===== src/rtl/wb_burst_pkg.sv =====
// Shared types and constants for the Wishbone burst-to-single-beat splitter.
// Holds the FSM encoding, the captured-request record and the address stride.
package wb_burst_pkg;

  localparam logic [1:0] ST_IDLE     = 2'd0;
  localparam logic [1:0] ST_BUSY     = 2'd1;
  localparam logic [1:0] ST_WAIT_BRY = 2'd2;
  localparam logic [1:0] ST_DONE     = 2'd3;

  localparam logic [31:0] ADR_INC = 32'd4;

  typedef struct packed {
    logic [31:0] adr;
    logic [3:0]  sel;
    logic        we;
    logic [31:0] dat;
    logic [9:0]  remaining;
  } burst_req_t;

  // A zero-length burst still moves one beat.
  function automatic logic [9:0] norm_bl(input logic [9:0] bl);
    return (bl == 10'd0) ? 10'd1 : bl;
  endfunction

endpackage


===== src/rtl/wb_burst_splitter_timeout.sv =====
// No-response watchdog for one downstream beat: counts while enabled and
// flags expiry on the cycle that would make the wait TIMEOUT_CYC long.
module wb_timeout_cnt #(
  parameter int TIMEOUT_CYC = 255,
  parameter int TO_W        = 16
) (
  input  logic clk,
  input  logic rst,
  input  logic enable,
  input  logic clear,
  output logic expire
);

  localparam logic [TO_W-1:0] LAST = TO_W'(TIMEOUT_CYC - 1);

  logic [TO_W-1:0] cnt;

  always_ff @(posedge clk or posedge rst) begin
    if (rst)         cnt <= '0;
    else if (clear)  cnt <= '0;
    else if (enable) cnt <= cnt + 1'b1;
  end

  // Clear wins so an ack landing on the last cycle is never turned into an error.
  assign expire = enable & ~clear & (cnt == LAST);

endmodule


===== src/rtl/wb_burst_splitter.sv =====
// Splits an upstream Wishbone burst into single-beat accesses to a non-burst
// slave, returning per-beat ack, last-ack and error (including a timeout).
module wb_burst_splitter
  import wb_burst_pkg::*;
#(
  parameter int TIMEOUT_CYC = 255,
  parameter int TO_W        = 16
) (
  input  logic        clk_i,
  input  logic        rst_i,
  input  logic [31:0] wbs_dat_i,
  input  logic [31:0] wbs_adr_i,
  input  logic [3:0]  wbs_sel_i,
  input  logic [9:0]  wbs_bl_i,
  input  logic        wbs_bry_i,
  input  logic        wbs_we_i,
  input  logic        wbs_cyc_i,
  input  logic        wbs_stb_i,
  output logic [31:0] wbs_dat_o,
  output logic        wbs_ack_o,
  output logic        wbs_lack_o,
  output logic        wbs_err_o,
  output logic [31:0] wbd_dat_o,
  output logic [31:0] wbd_adr_o,
  output logic [3:0]  wbd_sel_o,
  output logic        wbd_we_o,
  output logic        wbd_cyc_o,
  output logic        wbd_stb_o,
  input  logic [31:0] wbd_dat_i,
  input  logic        wbd_ack_i,
  input  logic        wbd_err_i
);

  logic [1:0] state;
  burst_req_t req;
  logic       dn_stb;
  logic       to_en;
  logic       to_clr;
  logic       to_expire;

  assign to_en  = (state == ST_BUSY);
  assign to_clr = (state != ST_BUSY) | wbd_ack_i | wbd_err_i;

  wb_timeout_cnt #(
    .TIMEOUT_CYC (TIMEOUT_CYC),
    .TO_W        (TO_W)
  ) u_timeout (
    .clk    (clk_i),
    .rst    (rst_i),
    .enable (to_en),
    .clear  (to_clr),
    .expire (to_expire)
  );

  // Downstream outputs come straight from the captured-request registers.
  assign wbd_dat_o = req.dat;
  assign wbd_adr_o = req.adr;
  assign wbd_sel_o = req.sel;
  assign wbd_we_o  = req.we;
  assign wbd_cyc_o = dn_stb;
  assign wbd_stb_o = dn_stb;

  always_ff @(posedge clk_i or posedge rst_i) begin
    if (rst_i) begin
      state      <= ST_IDLE;
      req        <= '0;
      dn_stb     <= 1'b0;
      wbs_dat_o  <= '0;
      wbs_ack_o  <= 1'b0;
      wbs_lack_o <= 1'b0;
      wbs_err_o  <= 1'b0;
    end else begin
      wbs_ack_o  <= 1'b0;
      wbs_lack_o <= 1'b0;
      wbs_err_o  <= 1'b0;
      wbs_dat_o  <= '0;
      case (state)
        ST_IDLE: begin
          if (wbs_cyc_i & wbs_stb_i & wbs_bry_i) begin
            req.adr       <= {wbs_adr_i[31:2], 2'b00};
            req.sel       <= wbs_sel_i;
            req.we        <= wbs_we_i;
            req.dat       <= wbs_dat_i;
            req.remaining <= norm_bl(wbs_bl_i);
            dn_stb        <= 1'b1;
            state         <= ST_BUSY;
          end
        end
        ST_BUSY: begin
          // Error (or a silent slave) beats a simultaneous ack and ends the burst.
          if (wbd_err_i | to_expire) begin
            wbs_err_o  <= 1'b1;
            wbs_lack_o <= 1'b1;
            dn_stb     <= 1'b0;
            state      <= ST_DONE;
          end else if (wbd_ack_i) begin
            wbs_ack_o <= 1'b1;
            wbs_dat_o <= req.we ? 32'd0 : wbd_dat_i;
            dn_stb    <= 1'b0;
            if (req.remaining == 10'd1) begin
              wbs_lack_o <= 1'b1;
              state      <= ST_DONE;
            end else begin
              req.remaining <= req.remaining - 10'd1;
              req.adr       <= req.adr + ADR_INC;
              state         <= ST_WAIT_BRY;
            end
          end
        end
        ST_WAIT_BRY: begin
          if (!wbs_stb_i) begin
            state <= ST_IDLE;
          end else if (wbs_bry_i) begin
            if (req.we) req.dat <= wbs_dat_i;
            dn_stb <= 1'b1;
            state  <= ST_BUSY;
          end
        end
        ST_DONE: state <= ST_IDLE;
        default: state <= ST_IDLE;
      endcase
    end
  end

endmodule


===== config.mk =====
export PLATFORM = sky130hd
export DESIGN_NAME = wb_burst_splitter
export DESIGN_NICKNAME = d
export VERILOG_FILES = /design/src/rtl/wb_burst_pkg.sv /design/src/rtl/wb_burst_splitter_timeout.sv /design/src/rtl/wb_burst_splitter.sv
export SDC_FILE = /design/constraint.sdc
export NUM_CORES = 1
export LEC_CHECK = 0
export BUFFER_PORTS_ARGS = -buffer_cell sky130_fd_sc_hd__buf_4
export CAP_MARGIN = 10
export CELL_PAD_IN_SITES_DETAIL_PLACEMENT = 0
export CELL_PAD_IN_SITES_GLOBAL_PLACEMENT = 1
export CORE_UTILIZATION = 30
export CTS_BUF_LIST = sky130_fd_sc_hd__clkbuf_2 sky130_fd_sc_hd__clkbuf_4 sky130_fd_sc_hd__clkbuf_8
export DETAILED_ROUTE_END_ITERATION = 12
export PLACE_DENSITY = 0.68
export SLEW_MARGIN = 5
export SYNTH_ARGS = -nofsm -noshare
export SYNTH_HDL_FRONTEND = slang
export SYNTH_SLANG_ARGS = --single-unit

===== constraint.sdc =====
create_clock -name clk_i -period 5.4 [get_ports clk_i]
set_clock_uncertainty 0.15 [all_clocks]
set_input_delay 1.08 -clock clk_i [delete_from_list [all_inputs] [get_ports clk_i]]
set_output_delay 1.08 -clock clk_i [all_outputs]
set_load 0.01 [all_outputs]

==> metrics.yaml, run 1 <==
crit_type: "in2reg"
r2r-start: "state[1]$_DFFE_PP0P_"
yosysTopAreaCell: "dfrtp_1"
routed_wl_microns: 17500
n_antenna_cell: 0
grt_overflow: 0
tritoncts: "yes"
dp.cells: 1045
hold_violations: 0
arrival_ns: 3.00
hp-class: "reg2reg"
drc: 0
synth-seq-cells: 131
postRouteAntennaNets: 0
crit_fanout: 19
critPathLaunch: "wbs_bry_i"
hold_buffers: 0
drtIter0Drc: 304
cpLargestDelayFamily: "compound AO/OA/AOI/OAI gates"
synth_ff_type: "dfrtp_1"
clock_power_share_pct: 23.8
power_switching_uw: 1410
synthesis.area_sq_um: 6570
detailed_place_hpwl_microns: 12000
p_leak_uw: 0.00387
fin_cells: 1077
numCtsBuffers: 17
required_ns: 5.57
hold_path.startpoint: "u_timeout.cnt[0]$_DFFE_PP0P_"
drtPass1Iterations: 4
setup_viol: 0
via_per_inst: 4.80
cts.clk_slew.worst_paths_ns: 0.09
min_period_ns: 2.83
drive_above_1_share_pct: 38.2
ir_drop_mv: 0.151
clock_latency_ns: 0.44
swShare_pct: 35.9
synth_edf_count: 0
max_freq_mhz: 353
grt_max_degree: 106
wl_met3_microns: 1250
cts.htree.levels: 4
wire_per_inst_microns: 16.2
syn_to_final_growth_pct: 28.0
finalNetCount: 912
fillCellCount: 2125
crit_chain: "buf_4 -> nand3_1 -> nor3_4 -> o21a_1 -> o21ai_0 -> o2bb2ai_1"
top_layer: "met4"
track_usage_pct: 16.1
wl_met1_microns: 7790
intPower_uw: 2530
seq_power_share_pct: 40.1
p_per_area_nw_per_um2: 469
gp_congestion: 0.754
synthTopCellsByArea: "dfrtp_1 50%, buf_4 8.3%, mux2_2 6.3%"
clock-root-buffer: "clkbuf_8"
die_y_microns: 150
initial_core_util_pct: 30.9
core_region_area_sq_um: 21200
synth_most_common_cell: "dfrtp_1"
synthTopCellsByCount: "131 x dfrtp_1, 73 x buf_4, 53 x a21oi_1, 42 x nor2_1, 39 x o21ai_0"
finalSetupTns_ns: 0
worstSetupEndpointType: "flop"
antenna_found_initial: 0
post_cts_resized: 0
yosys_warnings: 0
dr_wl_met2_microns: 8180
netlist_instances: 647
grt_setup_unrepaired: "false"
die_x_microns: 150
postSynth.asyncResetShare_pct: 100
dieArea_sq_um: 22500
drv_slew: 0
slew_headroom_pct: 33.8
tightest_slew_ns: 0.993
cp_num_buf_inv: 1
p_comb_share_pct: 36.1
clkSinkCount: 131
ios: 224
synth_top_area_share_pct: 49.9
cts.path.max_buffers: 2
cts_setup_buffers: 0
status: "complete, no violations"
rows: 53
vias: 5170
syn-mean-instance-area_sq_um: 10.2
maxCapViolCount: 0
cp-start-kind: "input pin"
synth.distinct_cells: 51
worst_path_max_delay_cell: "o21a_1"
ys_seq_area_share_pct: 49.9
post-route-period-util_pct: 52.5
grt_pass1_wl_microns: 27400
cp_slowest_stage_delay_ns: 0.87
io_buffers: 219
first_global_vias: 4956
[layout make-up]
cell class                 instances  area, sq um  area share, %
sequential                       131         3280           39.0
multi-input combinational        400         2590           30.8
timing repair buffer             226         1700           20.2
tap                              275          344           4.09
clock buffer                      18          241           2.87
clock inverter                    14          201           2.40
inverter                          13         53.8          0.640
[worst register-to-register path: stages (launching register included)]
cell and delay, ns:
dfrtp_1 0.52, nor3_4 0.49, o21a_1 0.87, o21ai_0 0.22
o2bb2ai_1 0.17
[routing by layer]
layer	GRT usage, %	up-vias
li1	-	2516
met5	0	-
met1	21.5	2473
met3	5.24	14
met4	5.56	0
met2	24.1	167
[stage by stage]
stage	util (%)	hold slack [ns]	total power, uW	cell area (sq um)	setup WS (ns)
final	39.6	0.352	3940	8410	2.57
after global routing	39.6	0.377	4220	8410	2.44
after CTS	39.6	0.359	4000	8410	2.62
after detailed placement	37.5	0.344	3040	7970	2.11
after global placement	37.5	0.341	3030	7970	2.15
after floorplan	-	0.317	2650	6570	0.672
[sequential cells by signal, summed over array words and instances, names as in the netlist]
name and cells:
req 10, state 2, u_timeout.cnt 16, wbd_adr_o 30, wbd_cyc_o 1, wbd_dat_o 32, wbd_sel_o 4, wbd_we_o 1
wbs_ack_o 1, wbs_dat_o 32, wbs_err_o 1, wbs_lack_o 1
[final timing paths]
kind | cells past startpoint | slack (ns) | endpoint
hold / removal | 1 | 0.35 | u_timeout.cnt[0]$_DFFE_PP0P_
min in group asynchronous | 2 | 0.69 | wbd_dat_o[23]$_DFFE_PP0P_
max in group asynchronous | 3 | 3.40 | wbd_adr_o[12]$_DFFE_PP0P_
setup / recovery | 6 | 2.57 | wbd_adr_o[20]$_DFFE_PP0P_
hold reg to reg | 1 | 0.35 | u_timeout.cnt[0]$_DFFE_PP0P_
setup reg to reg | 4 | 2.87 | wbd_adr_o[20]$_DFFE_PP0P_
[cell usage in the layout, fill, tap and decap left out, types with 5 or more instances in the layout]
cell type,count
nand4_1,17
nand3_1,21
a21oi_1,53
and3_1,9
inv_1,12
nand2_1,28
buf_4,226
clkbuf_8,17
xor2_1,6
a31oi_1,10
and2_1,36
nor2_1,40
nor3_1,7
mux2_2,37
o22a_1,7
or3_1,7
ha_1,5
and4_1,8
o21ai_0,39
inv_6,5
dfrtp_1,131
[power groups by stage]
stage               registers (uW)  clock network (uW)  logic, uW
finish                        1580                 940       1420
CTS                           1580                 978       1450
floorplan                     1520                   0       1140
global placement              1590                   0       1440
detailed placement            1600                   0       1440
global route                  1630                1020       1570
[kinds of logic (layout without fill, tap and decap cells)]
| group | after synthesis | in the layout | share of synthesized area [%] |
|---|---|---|---|
| AOI/OAI and AO/OA | 149 | 149 | 13.6 |
| xor gates and xnor gates | 10 | 10 | 1.33 |
| adders and majority gates | 5 | 5 | 0.953 |
| buffers and inverters | 117 | 271 | 11.1 |
| DFF | 131 | 131 | 49.9 |
| muxes | 40 | 40 | 6.80 |
| other | 1 | 2 | 0.0571 |
| and+or+nand+nor | 194 | 194 | 16.3 |
Power figures use the tool's default switching activity.
==> run 2, diff against run 1 <==
- ABC_AREA: unset -> 1
- PLACE_DENSITY: 0.68 -> 0.7
- clock period: 5.4 -> 2.7 ns (I/O delays scaled with it)
==> run 2 against run 1 <==
Compared with the run above:
- sequential power up 79%
- largest cell class unchanged
- sequential share of layout area fell by 3.4 points
- critical endpoint is now wbd_adr_o[25]$_DFFE_PP0P_
- combinational power increased by 87%
- first-iteration DRC count decreased by 14%
- design area is 9.7% higher
- total power is 82% higher
- non-clock buffer count is 3 higher
- flip-flop and latch count did not move
- register-to-register slack got worse by 2.2 ns
- die area up 11%
- clock power is 81% higher
==> metrics.yaml, run 2 <==
status: "complete, no violations"  # unchanged
synth_ff_type: "dfrtp_1"  # unchanged
yosys.area_share.xor_xnor_pct: 1.55  # was 1.33%
cp-start-kind: "flop"  # was input pin
synth_most_common_cell: "nand2_1"  # was dfrtp_1
yosysTopAreaCell: "dfrtp_1"  # unchanged
r2r_slack_ns: 0.66  # was 2.87 ns
drc: 0  # unchanged
hp-class: "in2async"  # was reg2reg
hold_buffers: 0  # unchanged
rr_endpoint: "wbd_adr_o[25]$_DFFE_PP0P_"  # was wbd_adr_o[20]$_DFFE_PP0P_
vias: 6367  # was 5170
wl_met1_microns: 9190  # was 7790 microns
total_power_uw: 7180  # was 3940 uW
netlist_instances: 1008  # was 647
worstSetupEndpointType: "flop"  # unchanged
clock-root-buffer: "clkbuf_8"  # unchanged
tightest_slew_ns: 0.586  # was 0.993 ns
tritoncts: "yes"  # unchanged
syn_to_final_growth_pct: 25.9  # was 28.0%
synth-seq-cells: 131  # unchanged
slew_headroom_pct: 60.9  # was 33.8%
postRouteAntennaNets: 0  # unchanged
cts.clk_slew.worst_paths_ns: 0.10  # was 0.09 ns
gp_congestion: 0.783  # was 0.754
grt_pass1_wl_microns: 32700  # was 27400 microns
io_buffers: 219  # unchanged
finalNetCount: 1283  # was 912
ys_seq_area_share_pct: 44.8  # was 49.9%
p_per_area_nw_per_um2: 779  # was 469 nW/um^2
arrival_ns: 2.27  # was 3.00 ns
final_cell_mix: "343 x nand2_1, 225 x buf_4, 131 x dfrtp_1"  # was 226 x buf_4, 131 x dfrtp_1, 53 x a21oi_1
wl_met3_microns: 1820  # was 1250 microns
synthTopCellsByArea: "dfrtp_1 45%, nand2_1 18%, buf_4 8.1%"  # was dfrtp_1 50%, buf_4 8.3%, mux2_2 6.3%
post-route-period-util_pct: 75.5
max_freq_mhz: 491
first_global_vias: 6297  # was 4956
cts.htree.levels: 4  # unchanged
numCtsBuffers: 17  # unchanged
die_x_microns: 158  # was 150 microns
ios: 224  # unchanged
p_leak_uw: 0.00490  # was 0.00387 uW
r2r-start: "state[1]$_DFFE_PP0P_"  # unchanged
yosys_warnings: 0  # unchanged
n_antenna_cell: 0  # unchanged
detailed_place_hpwl_microns: 14400  # was 12000 microns
synth.distinct_cells: 35  # was 51
die_y_microns: 158  # was 150 microns
synth_top_family_by_area: "simple AND/OR/NAND/NOR gates"  # unchanged
drtPass1Iterations: 6  # was 4
via_per_inst: 4.27  # was 4.80
dr_wl_met2_microns: 9140  # was 8180 microns
core_region_area_sq_um: 23700  # was 21200 sq um
synth_edf_count: 0  # unchanged
rows: 56  # was 53
reg2reg_depth: 8  # was 4
synth_compound_area_share_pct: 6.20  # was 13.6%
maxCapViolCount: 0  # unchanged
clock_latency_ns: 0.46  # was 0.44 ns
routed_wl_microns: 20300  # was 17500 microns
synthTopCellsByCount: "343 x nand2_1, 131 x dfrtp_1, 130 x inv_1, 113 x nor2_1, 79 x buf_4"  # was 131 x dfrtp_1, 73 x buf_4, 53 x a21oi_1, 42 x nor2_1, 39 x o21ai_0
setup_viol: 0  # unchanged
hold_violations: 0  # unchanged
synthSimpleGateAreaFrac_pct: 29.9  # was 16.3%
multiInputGateArea_sq_um: 2880  # was 2590 sq um
finalSetupTns_ns: 0  # unchanged
cts.path.max_buffers: 2  # unchanged
post_cts_resized: 0  # unchanged
ir_drop_mv: 0.301  # was 0.151 mV
antenna_found_initial: 0  # unchanged
synth_adder_area_share_pct: 0.854  # was 0.953%
postSynth.asyncResetShare_pct: 100  # unchanged
syn-mean-instance-area_sq_um: 7.27  # was 10.2 sq um
synthesis.area_sq_um: 7320  # was 6570 sq um
required_ns: 2.93  # was 5.57 ns
synth_top_area_share_pct: 44.8  # was 49.9%
final-seq-area_sq_um: 3280  # unchanged
track_usage_pct: 17.0  # was 16.1%
initial_core_util_pct: 30.9  # about the same
grt_setup_unrepaired: "false"  # unchanged
drtIter0Drc: 261  # was 304
drv_slew: 0  # unchanged
cts_setup_buffers: 0  # unchanged
fillCellCount: 2558  # was 2125
min_period_ns: 2.04
clkSinkCount: 131  # unchanged
dieArea_sq_um: 25000  # was 22500 sq um
grt_max_degree: 105  # was 106
wire_per_inst_microns: 13.6  # was 16.2 microns
drive_above_1_share_pct: 24.2  # was 38.2%
crit_type: "reg2reg"  # was in2reg
grt_overflow: 0  # unchanged
crit_fanout: 40  # was 19
final_common_cell: "nand2_1"  # was buf_4
synth_mux_area_share_pct: 0.615  # was 6.80%
top_layer: "met4"  # unchanged
[run 2: cell types whose count changed in the layout (fill, tap and decap cells not counted), sizes merged, moves of 14 or more]
cell   previous run  this run
nand4            17         3
nand3            21        57
and2             36         0
nand2            28       347
inv              17       144
mux2             37         4
nor2             42       119
o21ai            44        61
a21oi            53        16
[run 2: worst max path at each step]
| stage | from | depth (start not counted) | to |
|---|---|---|---|
| 2_1_floorplan | rst_i | 1 | req[0]$_DFFE_PP0P_ |
| 3_3_place_gp | wbs_stb_i | 10 | wbd_adr_o[31]$_DFFE_PP0P_ |
| 3_5_place_dp | wbs_bry_i | 10 | req[7]$_DFFE_PP0P_ |
| 4_1_cts | state[1]$_DFFE_PP0P_ | 8 | wbd_adr_o[27]$_DFFE_PP0P_ |
| 5_1_grt | wbd_adr_o[2]$_DFFE_PP0P_ | 12 | wbd_adr_o[30]$_DFFE_PP0P_ |
| 6_report | state[1]$_DFFE_PP0P_ | 8 | wbd_adr_o[25]$_DFFE_PP0P_ |
[run 2: report_power, final]
group,switching [uW],leakage (uW),internal [uW]
clock network,1000,0.000198,699
registers,453,0.00178,2380
logic,1530,0.00292,1120
[run 2: metrics by stage]
step	util [%]	cell area (sq um)	setup WS (ns)	hold slack (ns)	std cells
floorplan	-	7330	0.387	0.304	1009
detailed placement	37.3	8840	0.557	0.337	1460
finish	38.9	9220	0.662	0.0356	1492
CTS	38.9	9220	0.625	0.0199	1492
global placement	37.3	8840	0.590	0.332	1460
global route	38.9	9220	0.377	0.0286	1492
[run 2: cells by family after synthesis]
family | Yosys count
buffers and inverters | 231
AND/OR/NAND/NOR | 539
multiplexers | 4
adder cells (fa/ha/maj) | 5
flip-flops | 131
other | 1
AO/OA/AOI/OAI | 84
XOR/XNOR | 13
[run 2: routing by layer]
metal	track usage (%)	vias up
met2	27.2	192
met5	0	-
met4	3.66	0
li1	-	3306
met1	21.8	2858
met3	6.53	11
[run 2: worst max-delay path: stages (launching register included)]
cell      delay, ns
dfrtp_1        0.40
inv_2          0.05
nand2_2        0.29
inv_2          0.14
a22oi_1        0.34
nand3b_2       0.21
buf_12         0.22
nand2_1        0.07
nand2_1        0.07
[run 2: layout make-up]
cell class	instances	share of cell area [%]
sequential	131	35.5
tap	319	4.33
clock inverter	15	1.64
timing repair buffer	229	19.2
inverter	134	5.50
multi-input combinational	647	31.3
clock buffer	17	2.54
